$ cat config.mk
export PLATFORM = sky130hd
export DESIGN_NAME = switch_conditioner
export DESIGN_NICKNAME = d
export VERILOG_FILES = /design/src/rtl/switch_conditioner.sv
export SDC_FILE = /design/constraint.sdc
export NUM_CORES = 1
export LEC_CHECK = 0
export CAP_MARGIN = 20
export CORE_MARGIN = 10
export CORE_UTILIZATION = 50
export DETAILED_ROUTE_END_ITERATION = 10
export PLACE_DENSITY_LB_ADDON = 0.08
export SYNTH_ARGS = -nofsm -noshare
export SYNTH_HDL_FRONTEND = slang
export SYNTH_SLANG_ARGS = --single-unit
$ cat constraint.sdc
create_clock -name clock -period 2.9 [get_ports clock]
set_clock_uncertainty 0.2 [all_clocks]
set_input_delay 0.58 -clock clock [delete_from_list [all_inputs] [get_ports clock]]
set_output_delay 0.58 -clock clock [all_outputs]
set_load 0.01 [all_outputs]
$ cat src/rtl/switch_conditioner.sv
// ============================================================================
// switch_conditioner
// ----------------------------------------------------------------------------
// Conditions the sixteen board slide switches before the processor sees them.
// Each raw level is first brought into the clock domain through a two-flop
// synchronizer, then debounced by its own counter: a new level is only
// accepted once it has been seen continuously for DEBOUNCE_CYCLES cycles.
// Every accepted change produces a one-cycle pulse on sw_changed, and can
// optionally be remembered in a sticky per-bit event flag.
//
// Optional feature:
//   SW_EVENT_LATCH_EN - when defined, builds the sticky sw_event flags and
//                       honours event_clear. When undefined, sw_event and
//                       sw_event_any are tied low, event_clear is ignored
//                       and no event flops exist.
//
// Parameters:
//   DEBOUNCE_CYCLES - consecutive stable cycles needed to accept a change
//                     (supported range 2 .. 2**CNT_W)
//   CNT_W           - width of each per-bit debounce counter
//
// Ports:
//   clock        in   system clock, everything updates on its rising edge
//   reset        in   synchronous reset, active low
//   sw_raw       in   [15:0] asynchronous switch levels from the board
//   sw           out  [15:0] debounced switch levels for the processor
//   sw_changed   out  [15:0] one-cycle pulse per bit when sw[i] toggles
//   event_clear  in   [15:0] per-bit clear of the sticky event flags
//   sw_event     out  [15:0] sticky per-bit change flags
//   sw_event_any out  OR of all sw_event bits
// ============================================================================
module switch_conditioner #(
    parameter int DEBOUNCE_CYCLES = 50000,
    parameter int CNT_W           = 16
) (
    input  logic        clock,
    input  logic        reset,
    input  logic [15:0] sw_raw,
    output logic [15:0] sw,
    output logic [15:0] sw_changed,
    input  logic [15:0] event_clear,
    output logic [15:0] sw_event,
    output logic        sw_event_any
);

    // Terminal count: the counter value at which a still-differing level is
    // accepted. Because the comparison is against DEBOUNCE_CYCLES-1, the
    // largest supported DEBOUNCE_CYCLES (2**CNT_W) still fits in CNT_W bits.
    localparam logic [CNT_W-1:0] CNT_MAX = CNT_W'(DEBOUNCE_CYCLES - 1);
    localparam logic [CNT_W-1:0] CNT_ONE = CNT_W'(1);

    logic [15:0]      sync1;
    logic [15:0]      sync2;
    logic [CNT_W-1:0] cnt [16];
    logic [15:0]      accept;

    // Two-flop synchronizer. sw_raw comes straight off the board with no
    // relation to our clock, so nothing downstream may look at it before it
    // has passed through both stages.
    always_ff @(posedge clock) begin
        if (!reset) begin
            sync1 <= '0;
            sync2 <= '0;
        end else begin
            sync1 <= sw_raw;
            sync2 <= sync1;
        end
    end

    // A bit is accepted on this edge when the synchronized level still
    // differs from the debounced one and its counter has already run the
    // full stable interval. The same vector drives the sw update, the
    // change pulse and the event set so that all three agree exactly.
    always_comb begin
        accept = '0;
        for (int i = 0; i < 16; i++) begin
            accept[i] = (sync2[i] != sw[i]) && (cnt[i] == CNT_MAX);
        end
    end

    // Per-bit debounce. Each bit is either STABLE (sync2 matches sw, counter
    // held at zero) or COUNTING (sync2 differs). Any return to the old level
    // while counting clears the counter, so glitches shorter than the
    // interval vanish without trace. The counter never passes CNT_MAX:
    // reaching it with the level still different forces the acceptance
    // branch, which clears it again.
    always_ff @(posedge clock) begin
        if (!reset) begin
            sw         <= '0;
            sw_changed <= '0;
            for (int i = 0; i < 16; i++) begin
                cnt[i] <= '0;
            end
        end else begin
            sw_changed <= accept;
            for (int i = 0; i < 16; i++) begin
                if (sync2[i] == sw[i]) begin
                    cnt[i] <= '0;
                end else if (accept[i]) begin
                    sw[i]  <= sync2[i];
                    cnt[i] <= '0;
                end else begin
                    cnt[i] <= cnt[i] + CNT_ONE;
                end
            end
        end
    end

`ifdef SW_EVENT_LATCH_EN
    logic [15:0] event_q;

    // Sticky event flags. A flag is set on the same edge that registers the
    // sw_changed pulse and stays set until software clears it. When a clear
    // and a new change land on the same edge the set wins, so a change can
    // never be lost to a clear that was aimed at an older one.
    always_ff @(posedge clock) begin
        if (!reset) begin
            event_q <= '0;
        end else begin
            event_q <= (event_q & ~event_clear) | accept;
        end
    end

    assign sw_event = event_q;
`else
    // Without the latch there is nothing for event_clear to act on; it is
    // folded into a deliberately unused net so the port stays in place.
    logic unused_event_clear;
    assign unused_event_clear = ^event_clear;
    assign sw_event           = 16'h0000;
`endif

    // Summary flag for a single interrupt-style poll of all switches.
    assign sw_event_any = |sw_event;

endmodule

==> results of run 1 <==
-- cells in the mapped netlist (4+ instances only) --
cell	instances
nor4b_1	10
edfxtp_1	256
xor2_1	63
nor3_1	47
nand4_1	75
nor2b_1	14
buf_4	22
nor4bb_1	11
or3_1	4
xnor2_1	173
ha_1	16
and2_1	34
mux2i_1	15
nand2_1	75
and3_1	12
nand4b_1	5
a21oi_1	4
nand3_2	4
inv_1	53
and4_1	10
or4bb_1	4
nand3_1	92
clkbuf_1	26
or4_1	10
nor2_1	301
dfxtp_1	64
nor4_1	73
-- routing by layer --
layer	track usage	part of all wire	vias to the layer above
li1	-	-	5717
met4	0.0441	0.019	0
met3	0.0241	0.033	43
met1	0.189	0.48	5154
met5	0	0	-
met2	0.232	0.47	121
-- power by group through the flow --
| stage | clock network [mW] | registers, mW | logic, mW |
|---|---|---|---|
| finish | 4.59 | 5.33 | 0.403 |
| global route | 4.90 | 5.36 | 0.473 |
| CTS | 4.74 | 5.33 | 0.398 |
| detailed placement | 0 | 5.42 | 0.394 |
| global placement | 0 | 5.42 | 0.393 |
| floorplan | 0 | 5.36 | 0.352 |
-- final cells by class --
cell class | instances | area share
well taps | 402 | 0.0264
inverters | 53 | 0.0105
flip-flops and latches | 320 | 0.471
multi-input cells | 1351 | 0.399
clock inverters | 5 | 0.00118
repair buffers | 54 | 0.0276
clock buffers | 64 | 0.0637
-- state kept, by name, indices dropped and copies added (netlist names) --
name and count:
sw 16, sync1 16, cnt 256, sw_changed 16
sync2 16
-- worst max-delay path: cells and delay by family (launching register included) --
| family | cells | cell delay (ps) |
|---|---|---|
| AOI/OAI and AO/OA | 1 | 490 |
| DFF | 1 | 470 |
| and+or+nand+nor | 3 | 1140 |
-- cell families (layout without fill, tap and decap cells) --
logic type               Yosys count  in the layout  synth area share
XOR/XNOR                         236            236             0.129
buffers and inverters            104            176            0.0300
multiplexers                      15             15           0.00936
other                              2            273          0.000468
adder cells (fa/ha/maj)           16             16            0.0125
flip-flops                       320            320             0.559
AND/OR/NAND/NOR                  798            798             0.254
AO/OA/AOI/OAI                     13             13           0.00577
-- metrics by stage --
| stage | cell area, sq um | util | instances |
|---|---|---|---|
| after global routing | 19000 | 0.602 | 2249 |
| final | 19000 | 0.602 | 2249 |
| after detailed placement | 17800 | 0.563 | 2180 |
| after CTS | 19000 | 0.602 | 2249 |
| after global placement | 17800 | 0.563 | 2180 |
| after floorplan | 17100 | - | 1775 |
-- worst max-delay path by stage --
| stage | slack (ps) | from | end | cells past startpoint |
|---|---|---|---|---|
| floorplan | 530 | cnt[0][58] | cnt[0][58] | 5 |
| global placement | 340 | cnt[1][106] | cnt[1][102] | 4 |
| detailed placement | 320 | cnt[1][106] | cnt[1][101] | 4 |
| CTS | 310 | cnt[1][106] | cnt[1][101] | 4 |
| global route | 170 | cnt[1][106] | cnt[1][111] | 4 |
| finish | 340 | cnt[1][106] | cnt[1][111] | 4 |
==> flow_results.org, run 1 <==
** Outcome
- Status :: finished clean

** Logic synthesis
- Fraction of registers with async set or reset after synthesis :: 0
- Area share of the largest cell type after synthesis :: 0.479
- The Yosys step of the flow raised 0 warnings.
- Counting flops with a built-in enable in the synthesized netlist gives 256.
- Biggest area consumer among synthesized cells :: edfxtp_1
- Main area contributors after synthesis :: edfxtp_1 48%, xnor2_1 9.4%, dfxtp_1 8.0%, nor2_1 7.0%, xor2_1 3.4%
- Cells after synthesis :: 1,504
- In this run the cell area of the synthesized design comes to 16,000 sq um.
- Averaged over all synthesized cells, the footprint is 10.7 sq um.
- The synthesized netlist contains 46 unique library cells.
- Flop and latch count out of synthesis :: 320
- The most used flip-flop cell after synthesis is edfxtp_1.
- For this run, the register share of the synthesized area comes to 0.559.

** Setup path
- The largest single stage delay on the critical path is 690 ps.
- CP startpoint kind :: register
- Peak fanout along the critical path :: 15
- Critical Setup Path Class :: reg2reg
- Critical-path cell list :: or4b_2, nor4_1, a21o_1, nor2_1
- The worst register-to-register path ends at cnt[1][111].
- WP data required :: 2950 ps
- Slowest CP cell :: or4b_2
- The worst register-to-register path begins at cnt[1][106].
- Worst setup EP type :: register
- Worst EP arrival :: 2610 ps
- Slack of the worst reg-to-reg path :: 340 ps
- Count of cells along the worst register-to-register path :: 4

** Job
- Max capacitance violation total :: 0

** Timing
- Adding up every negative setup slack in the final design gives 0 ps.
- Count of endpoints failing hold in the final timing report :: 0
- Across all hold checks on the routed design, the worst slack comes to 230 ps.
- Count of endpoints failing setup in the final report :: 0
- Counting I/O delays and the setup requirement, the final critical path takes 2560 ps.
- Worst-margin pin slew :: 630 ps
- In the post-route analysis, the smallest setup slack over all paths is 337 ps.
- The total count of max-transition violations in the final report came to 0.
- Worst slew slack as a fraction of its limit :: 0.579
- Peak Freq :: 390 MHz
- In the finished design, the share of the clock period the worst path needs comes to 0.884.
- Setup repair after global routing left no endpoint under its margin.

** CTS
- Clk slew on worst S/H paths :: 50 ps
- H-tree lvl count :: 2
- CTS tree :: yes
- Buffers inserted by post-CTS timing repair :: 0
- Number of clock buffers inserted by TritonCTS :: 38
- In this run the deepest clock path goes through 3 buffers.
- Clock tree synthesis found a total of 320 sinks.
- Quantity of gates resized following cts :: 0
- The clock reaches the later pin of the worst-skew pair after 520 ps.
- Post-CTS Hold Buffers :: 0
- CTS placed an instance of clkbuf_16 at the clock tree root.

** Layout
- Across the whole layout, storage elements account for 8970 sq um.
- Multi-input gate area in the final layout :: 7600 sq um
- Share of cells above drive strength 1 :: 0.0401
- Fill cells in the final layout number 2,749.
- The final layout contains 1,868 nets.
- Relative to the synthesized area, the layout overhead comes to 18.7%.
- Leaving out fill and tap cells, the most frequent cell in the layout is nor2_1.
- Ant diodes :: 0
- Leaving out fill and tap cells, the most frequent cells in the layout are 301 x nor2_1, 273 x conb_1, 256 x edfxtp_1.

** Worst hold path
- The worst hold path begins at sync1[8].
- For hold timing, the worst endpoint is sync2[8].
- The tightest min-delay check is of the reg2reg type.
- WHS Path Cells :: 1

** Global route
- The first global-routing pass estimated 48,000 microns of wire.
- The via count of the first global-routing pass is 10,500.
- Initial antenna violation count :: 0
- In the global route stage, overall resource usage came out at 0.142.
- Entering global routing, the biggest net connects 46 pins.
- Gr ovfl total :: 0

** Floorplanning
- Boundary pin count :: 83
- The floorplan step set the die width to 199 microns.
- The initial utilization of the core area, before any placement, comes to 0.507.
- From bottom edge to top edge, the die measures 199 microns.
- Placement Rows :: 65
- The total area inside the core boundary comes to 31,600 sq um.
- The die covers 39,600 sq um.

** Route
- Total vias in the final route :: 11,000
- In this run, the number of DRC markers left after iteration 0 of detailed routing was 497.
- After detailed routing, the number of remaining DRC violations is 0.
- The first detailed-routing pass took 4 iterations.
- After detailed routing, the total wire length is 27,200 microns.
- Number of nets still failing antenna checks after routing :: 0
- Via count normalized by instance count :: 4.91
- Final routed wire length divided by cell count :: 12.1 microns

** Pwr
- Overall power :: 10.3 mW
- Of the total power, the share spent switching nets is 0.211.
- Seq pwr share :: 0.516
- Internal power component :: 8.15 mW
- Summed over all cells, the static leakage comes to 6.69 nW.
- Dividing total power by cell area gives a power density of 542 nW/um^2.
- The analysis attributes to net switching a power of 2.18 mW.
- The share of total power dissipated in combinational logic is 0.039.
- Maximum vdd drop :: 0.401 mV
- Clock network fraction of total power :: 0.445

** Place
- Routability congestion estimate from global placement :: 0.802
- Estimated wirelength of the detail-placed design :: 19,000 microns
- Buffers placed on the I/O ports in this run total 49.
- Timing analysis after detailed placement gives a worst setup slack of 320 ps.
No activity file was read; power rests on OpenSTA's default activity.
==> run 2, diff against run 1 <==
- SKIP_CTS_REPAIR_TIMING: unset -> 1
==> results of run 2 <==
Same layout as run 1: the final DEF is identical, and so are final timing and power.
